<file path="src/rtl/demod_regs_pkg.sv">
// Shared register map, field positions, channel control record and reset
// values for the multi-channel demodulator register bank.
package demod_regs_pkg;

   // Bus geometry and address field positions
   localparam int DATA_W        = 32;
   localparam int ADDR_W        = 12;
   localparam int ADDR_BASE_LSB = 8;
   localparam int ADDR_BASE_W   = 4;
   localparam int ADDR_CH_LSB   = 5;
   localparam int ADDR_CH_W     = 3;
   localparam int ADDR_RI_LSB   = 2;
   localparam int ADDR_RI_W     = 3;

   // Register indices within a channel window
   localparam logic [2:0] RI_CONTROL   = 3'd0;
   localparam logic [2:0] RI_DACSEL    = 3'd1;
   localparam logic [2:0] RI_FALSELOCK = 3'd2;
   localparam logic [2:0] RI_STATUS    = 3'd3;
   localparam logic [2:0] RI_AMTC      = 3'd4;
   localparam logic [2:0] RI_FSKDEV    = 3'd5;
   localparam logic [2:0] RI_EQCTRL    = 3'd6;
   localparam logic [2:0] RI_EQREF     = 3'd7;

   // Field positions and widths
   localparam int DEMOD_LSB   = 0;   localparam int DEMOD_W  = 4;
   localparam int BSYNC_LSB   = 16;  localparam int BSYNC_W  = 2;
   localparam int DAC0_LSB    = 0;
   localparam int DAC1_LSB    = 8;
   localparam int DAC2_LSB    = 16;  localparam int DAC_W    = 4;
   localparam int FL_ALPHA_LSB = 0;
   localparam int FL_THR_LSB  = 16;  localparam int FL_W     = 16;
   localparam int LOCK_LSB    = 0;
   localparam int STICKY_LSB  = 8;
   localparam int MASK_LSB    = 16;  localparam int LOCK_W   = 4;
   localparam int AMTC_LSB    = 0;   localparam int AMTC_W   = 5;
   localparam int FSK_LSB     = 0;   localparam int FSK_W    = 16;
   localparam int EQ_EN_BIT   = 0;
   localparam int EQ_WTRST_BIT = 1;
   localparam int EQ_STEP_LSB = 4;   localparam int STEP_W   = 3;
   localparam int EQREF_LSB   = 0;   localparam int EQREF_W  = 16;

   // One channel's double-buffered control fields
   typedef struct packed {
      logic [DEMOD_W-1:0] demod_mode;
      logic [BSYNC_W-1:0] bitsync_mode;
      logic [DAC_W-1:0]   dac0_sel;
      logic [DAC_W-1:0]   dac1_sel;
      logic [DAC_W-1:0]   dac2_sel;
      logic [FL_W-1:0]    fl_alpha;
      logic [FL_W-1:0]    fl_thresh;
      logic [AMTC_W-1:0]  am_tc;
      logic [STEP_W-1:0]  step_expo;
      logic               eq_enable;
      logic [EQREF_W-1:0] eq_ref;
   } chan_ctrl_t;

   // Reset values
   localparam chan_ctrl_t        CTRL_RST   = '0;
   localparam logic [LOCK_W-1:0] MASK_RST   = '0;
   localparam logic [LOCK_W-1:0] STICKY_RST = '0;

   // Byte-lane merge for a 16-bit field spanning two bus lanes
   function automatic logic [15:0] merge16(input logic [15:0] old_val,
                                           input logic [15:0] new_val,
                                           input logic [1:0]  be);
      merge16 = old_val;
      if (be[0]) merge16[7:0]  = new_val[7:0];
      if (be[1]) merge16[15:8] = new_val[15:8];
   endfunction

endpackage

</file>
<file path="src/rtl/demod_chan_regs.sv">
// One channel window: shadow/active control registers, sticky loss-of-lock
// capture with mask, equalizer weight-reset pulse and the register read mux.
module demod_chan_regs
   import demod_regs_pkg::*;
(
   input  logic              clk,
   input  logic              reset,
   input  logic              we,
   input  logic [2:0]        ri,
   input  logic [DATA_W-1:0] wdata,
   input  logic [3:0]        wr,
   input  logic              frame_strobe,
   input  logic [LOCK_W-1:0] lock_in,
   input  logic [FSK_W-1:0]  fsk_dev,
   output chan_ctrl_t        active,
   output logic              wt_reset,
   output logic              irq_req,
   output logic [DATA_W-1:0] rd_data
);

   chan_ctrl_t        shadow;
   logic [LOCK_W-1:0] lock_prev;
   logic [LOCK_W-1:0] sticky;
   logic [LOCK_W-1:0] mask;
   logic [LOCK_W-1:0] lock_fall;
   logic [LOCK_W-1:0] w1c;
   logic              status_we;

   assign status_we = we && (ri == RI_STATUS);
   assign lock_fall = lock_prev & ~lock_in;
   assign w1c       = (status_we && wr[1]) ? wdata[STICKY_LSB +: LOCK_W] : '0;
   assign irq_req   = |(sticky & mask);

   // Shadow registers: byte-lane writes from the bus
   // NOTE: sequential state uses non-blocking assignments so every register samples pre-edge values.
   always_ff @(posedge clk) begin
      if (reset) begin
         shadow <= CTRL_RST;
      end else if (we) begin
         case (ri)
            RI_CONTROL: begin
               if (wr[0]) shadow.demod_mode   <= wdata[DEMOD_LSB +: DEMOD_W];
               if (wr[2]) shadow.bitsync_mode <= wdata[BSYNC_LSB +: BSYNC_W];
            end
            RI_DACSEL: begin
               if (wr[0]) shadow.dac0_sel <= wdata[DAC0_LSB +: DAC_W];
               if (wr[1]) shadow.dac1_sel <= wdata[DAC1_LSB +: DAC_W];
               if (wr[2]) shadow.dac2_sel <= wdata[DAC2_LSB +: DAC_W];
            end
            RI_FALSELOCK: begin
               shadow.fl_alpha  <= merge16(shadow.fl_alpha, wdata[FL_ALPHA_LSB +: FL_W], wr[1:0]);
               shadow.fl_thresh <= merge16(shadow.fl_thresh, wdata[FL_THR_LSB +: FL_W], wr[3:2]);
            end
            RI_AMTC: begin
               if (wr[0]) shadow.am_tc <= wdata[AMTC_LSB +: AMTC_W];
            end
            RI_EQCTRL: begin
               if (wr[0]) begin
                  shadow.eq_enable <= wdata[EQ_EN_BIT];
                  shadow.step_expo <= wdata[EQ_STEP_LSB +: STEP_W];
               end
            end
            RI_EQREF: begin
               shadow.eq_ref <= merge16(shadow.eq_ref, wdata[EQREF_LSB +: EQREF_W], wr[1:0]);
            end
            default: ;
         endcase
      end
   end

   // Active registers: whole channel loads from shadow on the frame strobe
   always_ff @(posedge clk) begin
      if (reset) begin
         active <= CTRL_RST;
      end else if (frame_strobe) begin
         active <= shadow;
      end
   end

   // Lock history, sticky capture (set beats clear), mask and weight-reset pulse
   always_ff @(posedge clk) begin
      if (reset) begin
         lock_prev <= '0;
         sticky    <= STICKY_RST;
         mask      <= MASK_RST;
         wt_reset  <= 1'b0;
      end else begin
         lock_prev <= lock_in;
         sticky    <= (sticky & ~w1c) | lock_fall;
         if (status_we && wr[2]) mask <= wdata[MASK_LSB +: LOCK_W];
         wt_reset  <= we && (ri == RI_EQCTRL) && wr[0] && wdata[EQ_WTRST_BIT];
      end
   end

   // Read image of the addressed register (shadow values, live status)
   // NOTE: the output is defaulted before the case so no path leaves it unassigned (no latch).
   always_comb begin
      rd_data = '0;
      case (ri)
         RI_CONTROL: begin
            rd_data[DEMOD_LSB +: DEMOD_W] = shadow.demod_mode;
            rd_data[BSYNC_LSB +: BSYNC_W] = shadow.bitsync_mode;
         end
         RI_DACSEL: begin
            rd_data[DAC0_LSB +: DAC_W] = shadow.dac0_sel;
            rd_data[DAC1_LSB +: DAC_W] = shadow.dac1_sel;
            rd_data[DAC2_LSB +: DAC_W] = shadow.dac2_sel;
         end
         RI_FALSELOCK: rd_data = {shadow.fl_thresh, shadow.fl_alpha};
         RI_STATUS: begin
            rd_data[LOCK_LSB +: LOCK_W]   = lock_in;
            rd_data[STICKY_LSB +: LOCK_W] = sticky;
            rd_data[MASK_LSB +: LOCK_W]   = mask;
         end
         RI_AMTC:   rd_data[AMTC_LSB +: AMTC_W] = shadow.am_tc;
         RI_FSKDEV: rd_data[FSK_LSB +: FSK_W]   = fsk_dev;
         RI_EQCTRL: begin
            rd_data[EQ_EN_BIT]                = shadow.eq_enable;
            rd_data[EQ_STEP_LSB +: STEP_W]    = shadow.step_expo;
         end
         RI_EQREF:  rd_data[EQREF_LSB +: EQREF_W] = shadow.eq_ref;
         default: ;
      endcase
   end

endmodule

</file>
<file path="src/rtl/demod_reg_bank.sv">
// Multi-channel demodulator register bank: bus decode, per-channel register
// windows, registered read data and the combined loss-of-lock interrupt.
module demod_reg_bank
   import demod_regs_pkg::*;
#(
   parameter int         NCH  = 2,
   parameter logic [3:0] BASE = 4'h0
) (
   input  logic                clk,
   input  logic                reset,
   input  logic [ADDR_W-1:0]   addr,
   input  logic [DATA_W-1:0]   dataIn,
   input  logic                cs,
   input  logic [3:0]          wr,
   output logic [DATA_W-1:0]   dataOut,
   input  logic                frameStrobe,
   input  logic [4*NCH-1:0]    lockIn,
   input  logic [16*NCH-1:0]   fskDeviation,
   output logic [4*NCH-1:0]    demodMode,
   output logic [2*NCH-1:0]    bitsyncMode,
   output logic [4*NCH-1:0]    dac0Select,
   output logic [4*NCH-1:0]    dac1Select,
   output logic [4*NCH-1:0]    dac2Select,
   output logic [16*NCH-1:0]   falseLockAlpha,
   output logic [16*NCH-1:0]   falseLockThreshold,
   output logic [5*NCH-1:0]    amTC,
   output logic [3*NCH-1:0]    cma_stepExpo,
   output logic [NCH-1:0]      cma_enable,
   output logic [16*NCH-1:0]   cma_refLevel,
   output logic [NCH-1:0]      cma_wtReset,
   output logic                irq
);

   logic [ADDR_CH_W-1:0] ch;
   logic [ADDR_RI_W-1:0] ri;
   logic                 base_ok;
   logic                 ch_ok;
   logic                 hit;
   logic                 unused_addr_lsbs;
   logic [NCH-1:0]       chan_we;
   logic [NCH-1:0]       irq_vec;
   logic [DATA_W-1:0]    chan_rd [NCH];
   logic [DATA_W-1:0]    rd_mux;
   chan_ctrl_t           act [NCH];

   assign ch      = addr[ADDR_CH_LSB +: ADDR_CH_W];
   assign ri      = addr[ADDR_RI_LSB +: ADDR_RI_W];
   assign base_ok = cs && (addr[ADDR_BASE_LSB +: ADDR_BASE_W] == BASE);
   assign ch_ok   = ({29'd0, ch} < 32'(NCH));
   assign hit     = base_ok && ch_ok && (|wr);
   assign unused_addr_lsbs = ^addr[1:0];

   for (genvar g = 0; g < NCH; g++) begin : g_chan
      assign chan_we[g] = hit && (ch == 3'(g));

      demod_chan_regs u_chan (
         .clk          (clk),
         .reset        (reset),
         .we           (chan_we[g]),
         .ri           (ri),
         .wdata        (dataIn),
         .wr           (wr),
         .frame_strobe (frameStrobe),
         .lock_in      (lockIn[4*g +: 4]),
         .fsk_dev      (fskDeviation[16*g +: 16]),
         .active       (act[g]),
         .wt_reset     (cma_wtReset[g]),
         .irq_req      (irq_vec[g]),
         .rd_data      (chan_rd[g])
      );

      assign demodMode[4*g +: 4]           = act[g].demod_mode;
      assign bitsyncMode[2*g +: 2]         = act[g].bitsync_mode;
      assign dac0Select[4*g +: 4]          = act[g].dac0_sel;
      assign dac1Select[4*g +: 4]          = act[g].dac1_sel;
      assign dac2Select[4*g +: 4]          = act[g].dac2_sel;
      assign falseLockAlpha[16*g +: 16]    = act[g].fl_alpha;
      assign falseLockThreshold[16*g +: 16] = act[g].fl_thresh;
      assign amTC[5*g +: 5]                = act[g].am_tc;
      assign cma_stepExpo[3*g +: 3]        = act[g].step_expo;
      assign cma_enable[g]                 = act[g].eq_enable;
      assign cma_refLevel[16*g +: 16]      = act[g].eq_ref;
   end

   // Channel read mux: channels at or above NCH never match and read 0
   always_comb begin
      rd_mux = '0;
      for (int i = 0; i < NCH; i++) begin
         if (ch == 3'(i)) rd_mux = chan_rd[i];
      end
   end

   // Registered read data, held between read cycles
   always_ff @(posedge clk) begin
      if (reset) begin
         dataOut <= '0;
      end else if (cs && (wr == 4'h0)) begin
         dataOut <= base_ok ? rd_mux : '0;
      end
   end

   // Combined interrupt over all channels
   always_ff @(posedge clk) begin
      if (reset) irq <= 1'b0;
      else       irq <= |irq_vec;
   end

endmodule

</file>
<file path="config.mk">
export PLATFORM = sky130hd
export DESIGN_NAME = demod_reg_bank
export DESIGN_NICKNAME = d
export VERILOG_FILES = /design/src/rtl/demod_regs_pkg.sv /design/src/rtl/demod_chan_regs.sv /design/src/rtl/demod_reg_bank.sv
export SDC_FILE = /design/constraint.sdc
export NUM_CORES = 1
export LEC_CHECK = 0
export CAP_MARGIN = 20
export CORE_ASPECT_RATIO = 1.4
export CORE_MARGIN = 2
export CORE_UTILIZATION = 59
export CTS_BUF_LIST = sky130_fd_sc_hd__clkbuf_2 sky130_fd_sc_hd__clkbuf_4 sky130_fd_sc_hd__clkbuf_8
export CTS_CLUSTER_SIZE = 40
export DETAILED_ROUTE_END_ITERATION = 10
export GPL_TIMING_DRIVEN = 0
export PLACE_DENSITY = 0.95
export SLEW_MARGIN = 40
export SYNTH_ARGS = -nofsm -noshare
export SYNTH_HDL_FRONTEND = slang
export SYNTH_HIERARCHICAL = 1
export SYNTH_SLANG_ARGS = --single-unit
</file>
<file path="constraint.sdc">
create_clock -name clk -period 6.96 [get_ports clk]
set_clock_uncertainty 0.2 [all_clocks]
set_input_delay 0.696 -clock clk [delete_from_list [all_inputs] [get_ports clk]]
set_output_delay 0.696 -clock clk [all_outputs]
set_load 0.05 [all_outputs]
</file>
# Word-level counts from Yosys, hierarchy flattened
# Index checks and enable logic that the tools add are counted.
# op_classes
addsub,0
n_mul,0
div,0
magnitude_cmp,1
n_eq_ne,8
shift,0
mux,25
n_bitwise,12
reduce_logical,50
# ops
op,count
two-way mux 32 bit,3
AND reduction 3 bit,26
one-hot mux 3 bit (7 select lines),2
one-hot mux 4 bit (5 select lines),2
one-hot mux 2 bit (4 select lines),4
AND 4 bit,6
two-way mux 12 bit,2
one-hot mux 4 bit (3 select lines),2
logical AND 1 bit,18
NOT 4 bit,4
one-hot mux 1 bit (8 select lines),2
equality test 3 bit (second input constant),4
one-hot mux 2 bit (3 select lines),2
one-hot mux 1 bit (5 select lines),2
logical NOT 4 bit,2
two-way mux 4 bit,2
OR 4 bit,2
OR reduction 8 bit,1
equality test 3 x 1 -> 1 bit (second input constant),2
equality test 3 x 2 -> 1 bit (second input constant),2
logical NOT 3 bit,2
one-hot mux 1 bit (3 select lines),2
OR reduction 4 bit,1
< comparator 3 x 2 -> 1 bit (second input constant),1
# word_totals
reg_bits,359
latchBits,0
ramBits,0
romBits,0
output_inout_bits,185
word_cells,156
n_memories,0

# Longest topological paths before layout
# Gate-level depths: netlist (run 1).
# logic_depth
ltp_word,11
mapped_depth,10

# Cells and area by module
# Netlist (run 1), hierarchy kept.
# modules_own_cells
mod,instances,cells_each,area_each_um2,seq_area_each_um2
demod_chan_regs (g_chan[1].u_chan),1,755,6887.9,3263.1
demod_chan_regs (g_chan[0].u_chan),1,756,6865.3,3263.1
demod_reg_bank,1,195,1774.2,660.6

# Worst setup path before layout (run 1)
# No wires, ideal clock.
# synth_timing
path_type,input-to-reg
from,in addr[6]
to,reg g_chan[0].u_chan/shadow[32] (netlist bit)
arrival_ps,2403
required_time_ps,6690
path_slack_ps,4286
path_stages,10
n_path_buf,4
path_cell_list,nor3_2 -> clkbuf_1 -> nand3_1 -> nor2_1 -> buf_2 -> and3b_1 -> buf_2 -> buf_2 -> nand3_1 -> a21oi_1
# synth_between
elab_chain_cells,5
word_cells_on_any_way,6
classes_between,order compare: 1; reduce/logical: 5
# synth_rtl
item,line_no,rtl
start: declaration,demod_reg_bank.sv:11,"input logic [ADDR_W-1:0] addr,"
< comparator 3 x 2 -> 1 bit,demod_reg_bank.sv:49,"assign ch_ok = ({29'd0, ch} < 32'(NCH));"
logical AND 1 bit (2 in series),demod_reg_bank.sv:50,assign hit = base_ok && ch_ok && (|wr);
logical AND 1 bit (*),demod_reg_bank.sv:54,assign chan_we[g] = hit && (ch == 3'(g));
named net chan_we[0],demod_reg_bank.sv:40,logic [NCH-1:0] chan_we;
AND reduction 3 bit (no source line) (*),--,
end: declaration,demod_chan_regs.sv:21,chan_ctrl_t shadow;
# Mark *: on every way through the listed nets, which the timed path passes. The rest lies on a longest branch.
# A chain may end at the register's enable or synchronous reset.

# Final worst setup path (run 1)
# layout_timing
from,in wr[0]
to,reg g_chan[0].u_chan/shadow[53] (netlist bit)
# layout_between
elab_chain_cells,4
# layout_rtl
item,line_no,rtl
start: declaration,demod_reg_bank.sv:14,"input logic [3:0] wr,"
OR reduction 4 bit,demod_reg_bank.sv:50,
logical AND 1 bit,demod_reg_bank.sv:50,
logical AND 1 bit,demod_reg_bank.sv:54,
named net chan_we[0],demod_reg_bank.sv:40,
AND reduction 3 bit (no source line),--,
# The timed path passes the listed nets, and every way through them passes these cells.

==> run_summary.xml, run 1 <==
<?xml version="1.0" encoding="UTF-8"?>
<metrics>
  <group name="setup_path">
    <metric name="worst_r2r_endpoint" unit="">dataOut[3]</metric>
    <metric name="worst_setup_path_start_kind" unit="">primary input</metric>
    <metric name="crit-reg2reg-launch" unit="">g_chan[1].u_chan/shadow[68]</metric>
    <metric name="timing_worst_setup_path_type" unit="">in -&gt; reg</metric>
    <metric name="worst_r2r_path_depth" unit="">5</metric>
    <metric name="critical_path.endpoint_type" unit="">register</metric>
    <metric name="data_required_time_of_the_critical_path" unit="ns">7.29</metric>
    <metric name="worst-endpoint-arrival" unit="ns">4.02</metric>
    <metric name="critical_path_peak_fanout" unit="">10</metric>
    <metric name="worst-r2r-setup-slack" unit="ns">5.01</metric>
  </group>
  <group name="grt">
    <metric name="grt_antenna_before_repair" unit="">1</metric>
    <metric name="globalRoute.totalOverflow" unit="">0</metric>
    <metric name="grt_start_max_net_pins" unit="">13</metric>
    <metric name="number_of_global_route_vias_before_repair" unit="">15550</metric>
    <metric name="gr-usage-all-layers" unit="%">44.2</metric>
    <metric name="grt_pass1_wl" unit="um">92300</metric>
  </group>
  <group name="yosys">
    <metric name="syn_area_per_cell" unit="um^2">9.10</metric>
    <metric name="synthDominantCellAreaShare" unit="%">46.3</metric>
    <metric name="synth.cell_area" unit="um^2">15500</metric>
    <metric name="synth-simple-area-share" unit="%">15.3</metric>
    <metric name="yosysUniqueCellTypes" unit="">51</metric>
    <metric name="netlist_top_cells_area" unit="">sky130_fd_sc_hd__dfxtp_1, sky130_fd_sc_hd__mux2i_1, sky130_fd_sc_hd__a21oi_1</metric>
    <metric name="synthesis.nets" unit="">1798</metric>
    <metric name="ys_ff_latch" unit="">359</metric>
    <metric name="synth_edf_count" unit="">0</metric>
    <metric name="ys.warnings.count" unit="">6</metric>
    <metric name="synth_fa_ha_area_share" unit="%">0</metric>
    <metric name="most_numerous_cell_in_the_yosys_netlist" unit="">sky130_fd_sc_hd__dfxtp_1</metric>
    <metric name="async_set_or_reset_register_ratio_after_synthesis" unit="%">0</metric>
    <metric name="synth_compound_gate_area_share" unit="%">17.0</metric>
    <metric name="synth_xor_xnor_area_share" unit="%">0</metric>
    <metric name="post_synth_inst_count" unit="">1706</metric>
    <metric name="mux_contribution_to_synthesized_area" unit="%">15.7</metric>
    <metric name="combinational_family_with_the_most_area_after_synthesis" unit="">compound AO/OA/AOI/OAI gates</metric>
    <metric name="synth_sequential_area_ratio" unit="%">46.3</metric>
    <metric name="ys_top_cells_by_count" unit="">sky130_fd_sc_hd__dfxtp_1, sky130_fd_sc_hd__a21oi_1, sky130_fd_sc_hd__mux2i_1, sky130_fd_sc_hd__nor2_1, sky130_fd_sc_hd__nand3_1</metric>
    <metric name="synth_largest_area_cell" unit="">sky130_fd_sc_hd__dfxtp_1</metric>
    <metric name="synth-main-ff-cell" unit="">sky130_fd_sc_hd__dfxtp_1</metric>
  </group>
  <group name="power_and_ir_drop">
    <metric name="power.leakage" unit="uW">0.00732</metric>
    <metric name="p_per_area" unit="nW/um^2">211</metric>
    <metric name="combinationalPowerShare" unit="%">8.5</metric>
    <metric name="cellInternalPower" unit="uW">3090</metric>
    <metric name="power.share.sequential" unit="%">49.8</metric>
    <metric name="peakVddDrop" unit="mV">0.171</metric>
    <metric name="p_sw" unit="uW">1050</metric>
    <metric name="share_clk_of_total_power" unit="%">41.7</metric>
    <metric name="power.share.switching" unit="%">25.3</metric>
  </group>
  <group name="placed_design">
    <metric name="place_congestion" unit="">0.998</metric>
    <metric name="dpl.hpwl" unit="um">47700</metric>
    <metric name="place_inst" unit="">2301</metric>
    <metric name="placement.io_buffers" unit="">271</metric>
  </group>
  <group name="route">
    <metric name="met1_length" unit="um">20600</metric>
    <metric name="wl_met3" unit="um">6030</metric>
    <metric name="route.detailed.vias_per_inst" unit="">6.55</metric>
    <metric name="wl_per_cell" unit="um">26.4</metric>
    <metric name="detailroute.via_count" unit="">15651</metric>
    <metric name="routed_wirelength" unit="um">63100</metric>
    <metric name="route.antenna.remaining_nets" unit="">0</metric>
    <metric name="number_of_detailed_routing_iterations_run_before_antenna_repair" unit="">8</metric>
    <metric name="highest-signal-layer" unit="">met5</metric>
    <metric name="drc" unit="">0</metric>
    <metric name="detailedRoute.firstIterationViolations" unit="">1861</metric>
    <metric name="dr_wl_met2" unit="um">30500</metric>
  </group>
  <group name="cells_and_area">
    <metric name="finalNetCount" unit="">2123</metric>
    <metric name="layout.filler_cells" unit="">1842</metric>
    <metric name="drive_above_1_share" unit="%">12.0</metric>
    <metric name="area_delta_synth_final" unit="%">26.8</metric>
    <metric name="post_layout_nonfiller_instances" unit="">2388</metric>
    <metric name="antenna_cells_inserted" unit="">0</metric>
  </group>
  <group name="sta">
    <metric name="setup_violations" unit="">0</metric>
    <metric name="clock.fmax" unit="MHz">271</metric>
    <metric name="setup_total_negative_slack" unit="ns">0</metric>
    <metric name="slew_headroom" unit="%">40.6</metric>
    <metric name="count_of_pins_over_their_slew_limit" unit="">0</metric>
    <metric name="timing.final.crit_share" unit="%">52.9</metric>
    <metric name="timing.final.crit_period" unit="ns">3.68</metric>
    <metric name="grt_setup_unrepaired" unit="">no</metric>
    <metric name="slew_at_the_pin_closest_to_its_max_slew_limit" unit="ns">0.888</metric>
    <metric name="number_of_hold_violations_in_the_final_report" unit="">0</metric>
  </group>
  <group name="cts">
    <metric name="post_cts.repair.setup_buffers" unit="">0</metric>
    <metric name="cts_hold_buffers" unit="">0</metric>
    <metric name="worst_skew_pair.late_latency" unit="ns">0.61</metric>
    <metric name="max_root_sink_buffers" unit="">3</metric>
    <metric name="h_tree_lvls" unit="">2</metric>
    <metric name="tritoncts.num_buffers" unit="">52</metric>
    <metric name="post_cts_resized" unit="">0</metric>
    <metric name="clkSinkCount" unit="">359</metric>
    <metric name="clk_pin_slew_worst_paths" unit="ns">0.06</metric>
    <metric name="cts-root-buf" unit="">sky130_fd_sc_hd__clkbuf_8</metric>
    <metric name="cts_tree" unit="">done</metric>
  </group>
  <group name="floorplan">
    <metric name="initial_utilization" unit="%">59.7</metric>
    <metric name="die-height" unit="um">196</metric>
    <metric name="floorplan.rows" unit="">70</metric>
    <metric name="placeable_core_region" unit="um^2">26000</metric>
    <metric name="boundaryPins" unit="">277</metric>
    <metric name="die-area" unit="um^2">27600</metric>
    <metric name="die-width" unit="um">141</metric>
  </group>
  <group name="run_status">
    <metric name="status" unit="">completed</metric>
  </group>
  <group name="min_path">
    <metric name="worst_hold_startpoint" unit="">reset</metric>
    <metric name="hold_end" unit="">dataOut[9]</metric>
    <metric name="hp-class" unit="">in -&gt; reg</metric>
    <metric name="whs_path_depth" unit="">2</metric>
  </group>
  <group name="flow_run">
    <metric name="cap_viol_max_count" unit="">0</metric>
  </group>
</metrics>
metal layers:
metal  vias to the layer above  GRT usage [%]
met5                         -              0
met4                         2           34.6
met3                       373           8.27
met2                      1181           75.9
met1                      7332           47.6
li1                       6763              -
cell families after synthesis:
kind of cell,count (synthesis)
muxes,225
buffers and inverters,184
and+or+nand+nor,464
DFF,359
AOI/OAI and AO/OA,474
cell type report:
cell class	instances	area, um^2	share of cell area (%)
Clock inverter	4	20.0	0.102
Multi-Input combinational cell	1163	7450	37.8
Sequential cell	359	7190	36.5
Inverter	18	67.6	0.343
Timing Repair Buffer	271	2710	13.8
Buffer	166	826	4.20
Tap cell	324	405	2.06
Clock buffer	83	1020	5.17
sequential cells by signal, indices dropped and copies added (netlist names):
name                     flops
dataOut                     32
g_chan.u_chan/active       150
g_chan.u_chan/wt_reset       2
irq                          1
g_chan.u_chan/mask           8
g_chan.u_chan/shadow       150
g_chan.u_chan/sticky         8
g_chan.u_chan/lock_prev      8
placed cells by master (no fill, tap or decap), types with 29 or more instances in the layout:
cell type and n:
sky130_fd_sc_hd__clkbuf_8 63, sky130_fd_sc_hd__nor2_1 165, sky130_fd_sc_hd__nand4_1 34, sky130_fd_sc_hd__dfxtp_1 359, sky130_fd_sc_hd__nand3_1 163, sky130_fd_sc_hd__clkbuf_1 70, sky130_fd_sc_hd__clkdlybuf4s50_1 271, sky130_fd_sc_hd__o2bb2ai_1 30
sky130_fd_sc_hd__a21oi_1 201, sky130_fd_sc_hd__o21ai_0 158, sky130_fd_sc_hd__mux2i_1 166, sky130_fd_sc_hd__buf_2 67, sky130_fd_sc_hd__mux2_2 49, sky130_fd_sc_hd__o21ai_1 29, sky130_fd_sc_hd__a22oi_1 33
through the flow:
stage	hold WS [ns]	utilization (%)	setup slack, ns	cell area [um^2]	power (uW)
final	0.279	75.7	3.28	19700	4140
after global placement	0.271	71.7	2.89	18600	2440
after detailed placement	0.271	71.7	2.86	18600	2440
after floorplan	0.231	-	4.29	15500	2280
after global routing	0.290	75.7	3.24	19700	4220
after CTS	0.265	75.7	3.46	19700	4120
critical path, cell delays in order:
cell and delay (ns):
sky130_fd_sc_hd__clkdlybuf4s50_1 0.67, sky130_fd_sc_hd__or4_4 0.69, sky130_fd_sc_hd__buf_6 0.18, sky130_fd_sc_hd__nand3_1 0.10, sky130_fd_sc_hd__nor2_1 0.11, sky130_fd_sc_hd__buf_2 0.21
sky130_fd_sc_hd__nand3b_1 0.38, sky130_fd_sc_hd__clkbuf_1 0.61, sky130_fd_sc_hd__o21ai_1 0.18, sky130_fd_sc_hd__a21oi_1 0.17
worst max-delay path by stage:
stage / from / end / slack [ns] / cells after the start
floorplan: addr[6] / g_chan[0].u_chan/shadow[32] / 4.29 / 10
global placement: wr[0] / g_chan[0].u_chan/shadow[52] / 2.89 / 10
detailed placement: wr[0] / g_chan[0].u_chan/shadow[52] / 2.86 / 10
CTS: wr[0] / g_chan[0].u_chan/shadow[52] / 3.46 / 10
global route: wr[0] / g_chan[0].u_chan/shadow[50] / 3.24 / 10
finish: wr[0] / g_chan[0].u_chan/shadow[53] / 3.28 / 10
power groups by stage:
stage          clock network (uW)  registers (uW)  logic [uW]
2_1_floorplan                   0            2110         171
3_3_place_gp                    0            2110         333
3_5_place_dp                    0            2110         336
4_1_cts                      1720            2060         337
5_1_grt                      1800            2060         358
6_report                     1730            2060         354
No activity file was read; power rests on OpenSTA's default activity.
==> inputs of run 2 (changes only) <==
- CORE_UTILIZATION: 59 -> 49
- PLACE_DENSITY: 0.95 -> 0.87
- clock period: 6.96 -> 3.1 ns (I/O delays scaled with it)
==> run_summary.xml, run 2 (same netlist as run 1, synthesis figures left out) <==
<?xml version="1.0" encoding="UTF-8"?>
<metrics>
  <group name="grt">
    <metric name="gr-usage-met2" unit="%">61.0</metric>
    <metric name="gr-usage-met1" unit="%">40.6</metric>
    <metric name="grt-busiest-layer" unit="">met2</metric>
    <metric name="number_of_global_route_vias_before_repair" unit="">14910</metric>
    <metric name="gr-usage-all-layers" unit="%">35.9</metric>
    <metric name="grt_pass1_wl" unit="um">90800</metric>
    <metric name="globalRoute.totalOverflow" unit="">0</metric>
    <metric name="groute.layer.met3.usage" unit="%">5.66</metric>
    <metric name="grt_start_max_net_pins" unit="">14</metric>
    <metric name="grt_antenna_before_repair" unit="">0</metric>
  </group>
  <group name="floorplan">
    <metric name="boundaryPins" unit="">277</metric>
    <metric name="die-height" unit="um">215</metric>
    <metric name="die-area" unit="um^2">33100</metric>
    <metric name="initial_utilization" unit="%">49.4</metric>
    <metric name="floorplan.rows" unit="">77</metric>
    <metric name="placeable_core_region" unit="um^2">31400</metric>
    <metric name="die-width" unit="um">154</metric>
  </group>
  <group name="run_status">
    <metric name="failed_checks" unit="">setup timing</metric>
    <metric name="status" unit="">finished, violations left</metric>
  </group>
  <group name="flow_run">
    <metric name="cap_viol_max_count" unit="">0</metric>
  </group>
  <group name="route">
    <metric name="detailedRoute.firstIterationViolations" unit="">1521</metric>
    <metric name="route.antenna.remaining_nets" unit="">0</metric>
    <metric name="route.detailed.vias_per_inst" unit="">6.17</metric>
    <metric name="detailroute.via_count" unit="">15250</metric>
    <metric name="drc" unit="">0</metric>
    <metric name="number_of_detailed_routing_iterations_run_before_antenna_repair" unit="">8</metric>
    <metric name="wl_per_cell" unit="um">25.0</metric>
    <metric name="routed_wirelength" unit="um">61700</metric>
  </group>
  <group name="setup_path">
    <metric name="worst_path_dominant_cell_family" unit="">buffers and inverters</metric>
    <metric name="timing.critical_path.slowest_stage_cell" unit="">sky130_fd_sc_hd__or4_4</metric>
    <metric name="crit_path_end" unit="">g_chan[0].u_chan/shadow[42]</metric>
    <metric name="data_required_time_of_the_critical_path" unit="ns">3.43</metric>
    <metric name="startpoint" unit="">wr[0]</metric>
    <metric name="critical_path_peak_fanout" unit="">10</metric>
    <metric name="crit-reg2reg-launch" unit="">g_chan[1].u_chan/shadow[44]</metric>
    <metric name="worst_r2r_endpoint" unit="">dataOut[3]</metric>
    <metric name="worst-endpoint-arrival" unit="ns">3.45</metric>
    <metric name="timing_worst_setup_path_type" unit="">in -&gt; reg</metric>
    <metric name="crit_chain" unit="">clkdlybuf4s50_1 -&gt; or4_4 -&gt; buf_6 -&gt; nand3_1 -&gt; nor2_1 -&gt; buf_2 -&gt; nand3b_1 -&gt; clkbuf_1 -&gt; o21ai_0 -&gt; a21oi_1</metric>
    <metric name="slowest_delay" unit="ns">0.70</metric>
    <metric name="worst-path-stages" unit="">10</metric>
    <metric name="worst_r2r_path_depth" unit="">5</metric>
    <metric name="critical_path.endpoint_type" unit="">register</metric>
    <metric name="worst-r2r-setup-slack" unit="ns">1.17</metric>
    <metric name="critical_path_buf_inv_count" unit="">4</metric>
    <metric name="worst_setup_path_start_kind" unit="">primary input</metric>
  </group>
  <group name="cells_and_area">
    <metric name="layout.filler_cells" unit="">2631</metric>
    <metric name="mostFrequentLayoutCell" unit="">sky130_fd_sc_hd__dfxtp_1</metric>
    <metric name="most-common-layout-cells" unit="">sky130_fd_sc_hd__dfxtp_1, sky130_fd_sc_hd__clkdlybuf4s50_1, sky130_fd_sc_hd__a21oi_1</metric>
    <metric name="biggestRegsByFlops" unit="">g_chan.u_chan/active (150), g_chan.u_chan/shadow (150), dataOut (32)</metric>
    <metric name="area_delta_synth_final" unit="%">28.2</metric>
    <metric name="drive_above_1_share" unit="%">12.6</metric>
    <metric name="finalNetCount" unit="">2127</metric>
    <metric name="final_cell_area" unit="um^2">19900</metric>
  </group>
  <group name="sta">
    <metric name="timing.final.crit_share" unit="%">101</metric>
    <metric name="worst_hold_slack" unit="ns">0.0545</metric>
    <metric name="setup_violations" unit="">1</metric>
    <metric name="number_of_hold_violations_in_the_final_report" unit="">0</metric>
    <metric name="slew_at_the_pin_closest_to_its_max_slew_limit" unit="ns">0.852</metric>
    <metric name="count_of_pins_over_their_slew_limit" unit="">0</metric>
    <metric name="clock.fmax" unit="MHz">321</metric>
    <metric name="worst_slack" unit="ns">-0.0179</metric>
    <metric name="timing.final.crit_period" unit="ns">3.12</metric>
    <metric name="grt_setup_unrepaired" unit="">no</metric>
    <metric name="slew_headroom" unit="%">43.0</metric>
  </group>
  <group name="power_and_ir_drop">
    <metric name="p_per_area" unit="nW/um^2">479</metric>
    <metric name="power.leakage" unit="uW">0.00740</metric>
    <metric name="total_power" unit="uW">9530</metric>
    <metric name="peakVddDrop" unit="mV">0.386</metric>
  </group>
  <group name="placed_design">
    <metric name="dpl_cell_area" unit="um^2">18700</metric>
    <metric name="dpl.hpwl" unit="um">47000</metric>
    <metric name="post-place-ws" unit="ns">-0.547</metric>
    <metric name="placement.io_buffers" unit="">271</metric>
    <metric name="place_congestion" unit="">1.01</metric>
  </group>
  <group name="cts">
    <metric name="cts_tree" unit="">done</metric>
    <metric name="worst_skew_pair.late_latency" unit="ns">0.62</metric>
    <metric name="clkSinkCount" unit="">359</metric>
    <metric name="tritoncts.num_buffers" unit="">54</metric>
    <metric name="max_root_sink_buffers" unit="">3</metric>
    <metric name="h_tree_lvls" unit="">2</metric>
    <metric name="cts-root-buf" unit="">sky130_fd_sc_hd__clkbuf_8</metric>
    <metric name="clk_pin_slew_worst_paths" unit="ns">0.07</metric>
  </group>
  <group name="min_path">
    <metric name="hp-class" unit="">in -&gt; reg</metric>
  </group>
</metrics>
-- run 2: final cells by class --
type                            instances  area [um^2]  share of cell area [%]
Sequential cell                       359         7190                    36.1
Tap cell                              395          494                    2.48
Inverter                               18         67.6                   0.339
Antenna cell                            1         2.50                  0.0126
Timing Repair Buffer                  273         2730                    13.7
Clock buffer                           86         1070                    5.38
Clock inverter                          9         72.6                   0.365
Multi-Input combinational cell       1163         7450                    37.4
Buffer                                166          831                    4.17
-- run 2: tightest hold or removal path, stage by stage --
cell                       delay, ns
sky130_fd_sc_hd__clkbuf_1       0.09
sky130_fd_sc_hd__buf_2          0.21
sky130_fd_sc_hd__mux2i_1        0.15
sky130_fd_sc_hd__nor2_1         0.07
-- run 2: how the worst min path moves through the flow --
| stage | endpoint | start | slack (ns) | cells after the start |
|---|---|---|---|---|
| after detailed placement | g_chan[0].u_chan/sticky[3] | g_chan[0].u_chan/lock_prev[3] | 0.26 | 2 |
| after CTS | g_chan[1].u_chan/active[56] | frameStrobe | 0.03 | 4 |
| final | g_chan[1].u_chan/active[56] | frameStrobe | 0.05 | 4 |
| after floorplan | g_chan[0].u_chan/sticky[0] | g_chan[0].u_chan/lock_prev[0] | 0.23 | 2 |
| after global placement | g_chan[0].u_chan/sticky[3] | g_chan[0].u_chan/lock_prev[3] | 0.25 | 2 |
| after global routing | g_chan[1].u_chan/active[56] | frameStrobe | 0.08 | 4 |
-- run 2: repair_timing --
item | CTS | global route
setup buffers | 0 | 1
gates resized for setup | 0 | 8
hold buffers | 1 | 0
endpoints found under the hold margin | 3 | 0
setup endpoints to repair | 0 | 38
-- run 2: power breakdown --
| part | internal [uW] | leakage, uW | switching (uW) | total, uW |
|---|---|---|---|---|
| combinational | 268 | 0.00389 | 522 | 790 |
| sequential | 4620 | 0.00289 | 8.05 | 4630 |
| clock | 2260 | 0.000613 | 1850 | 4110 |
| total | 7150 | 0.00740 | 2380 | 9530 |
-- run 2: per-layer routing --
layer,wire (um),vias to the layer above
met5,0,-
met4,5230,0
met3,5060,272
met2,29800,966
met1,21700,7232
li1,-,6780
-- run 2: metrics by stage --
step,setup TNS [ns],cells,util (%)
after CTS,0,2468,63.3
after floorplan,0,1706,-
after detailed placement,-45.16,2372,59.6
final,-0.0179,2470,63.4
after global routing,0,2469,63.4
after global placement,-36.49,2372,59.6
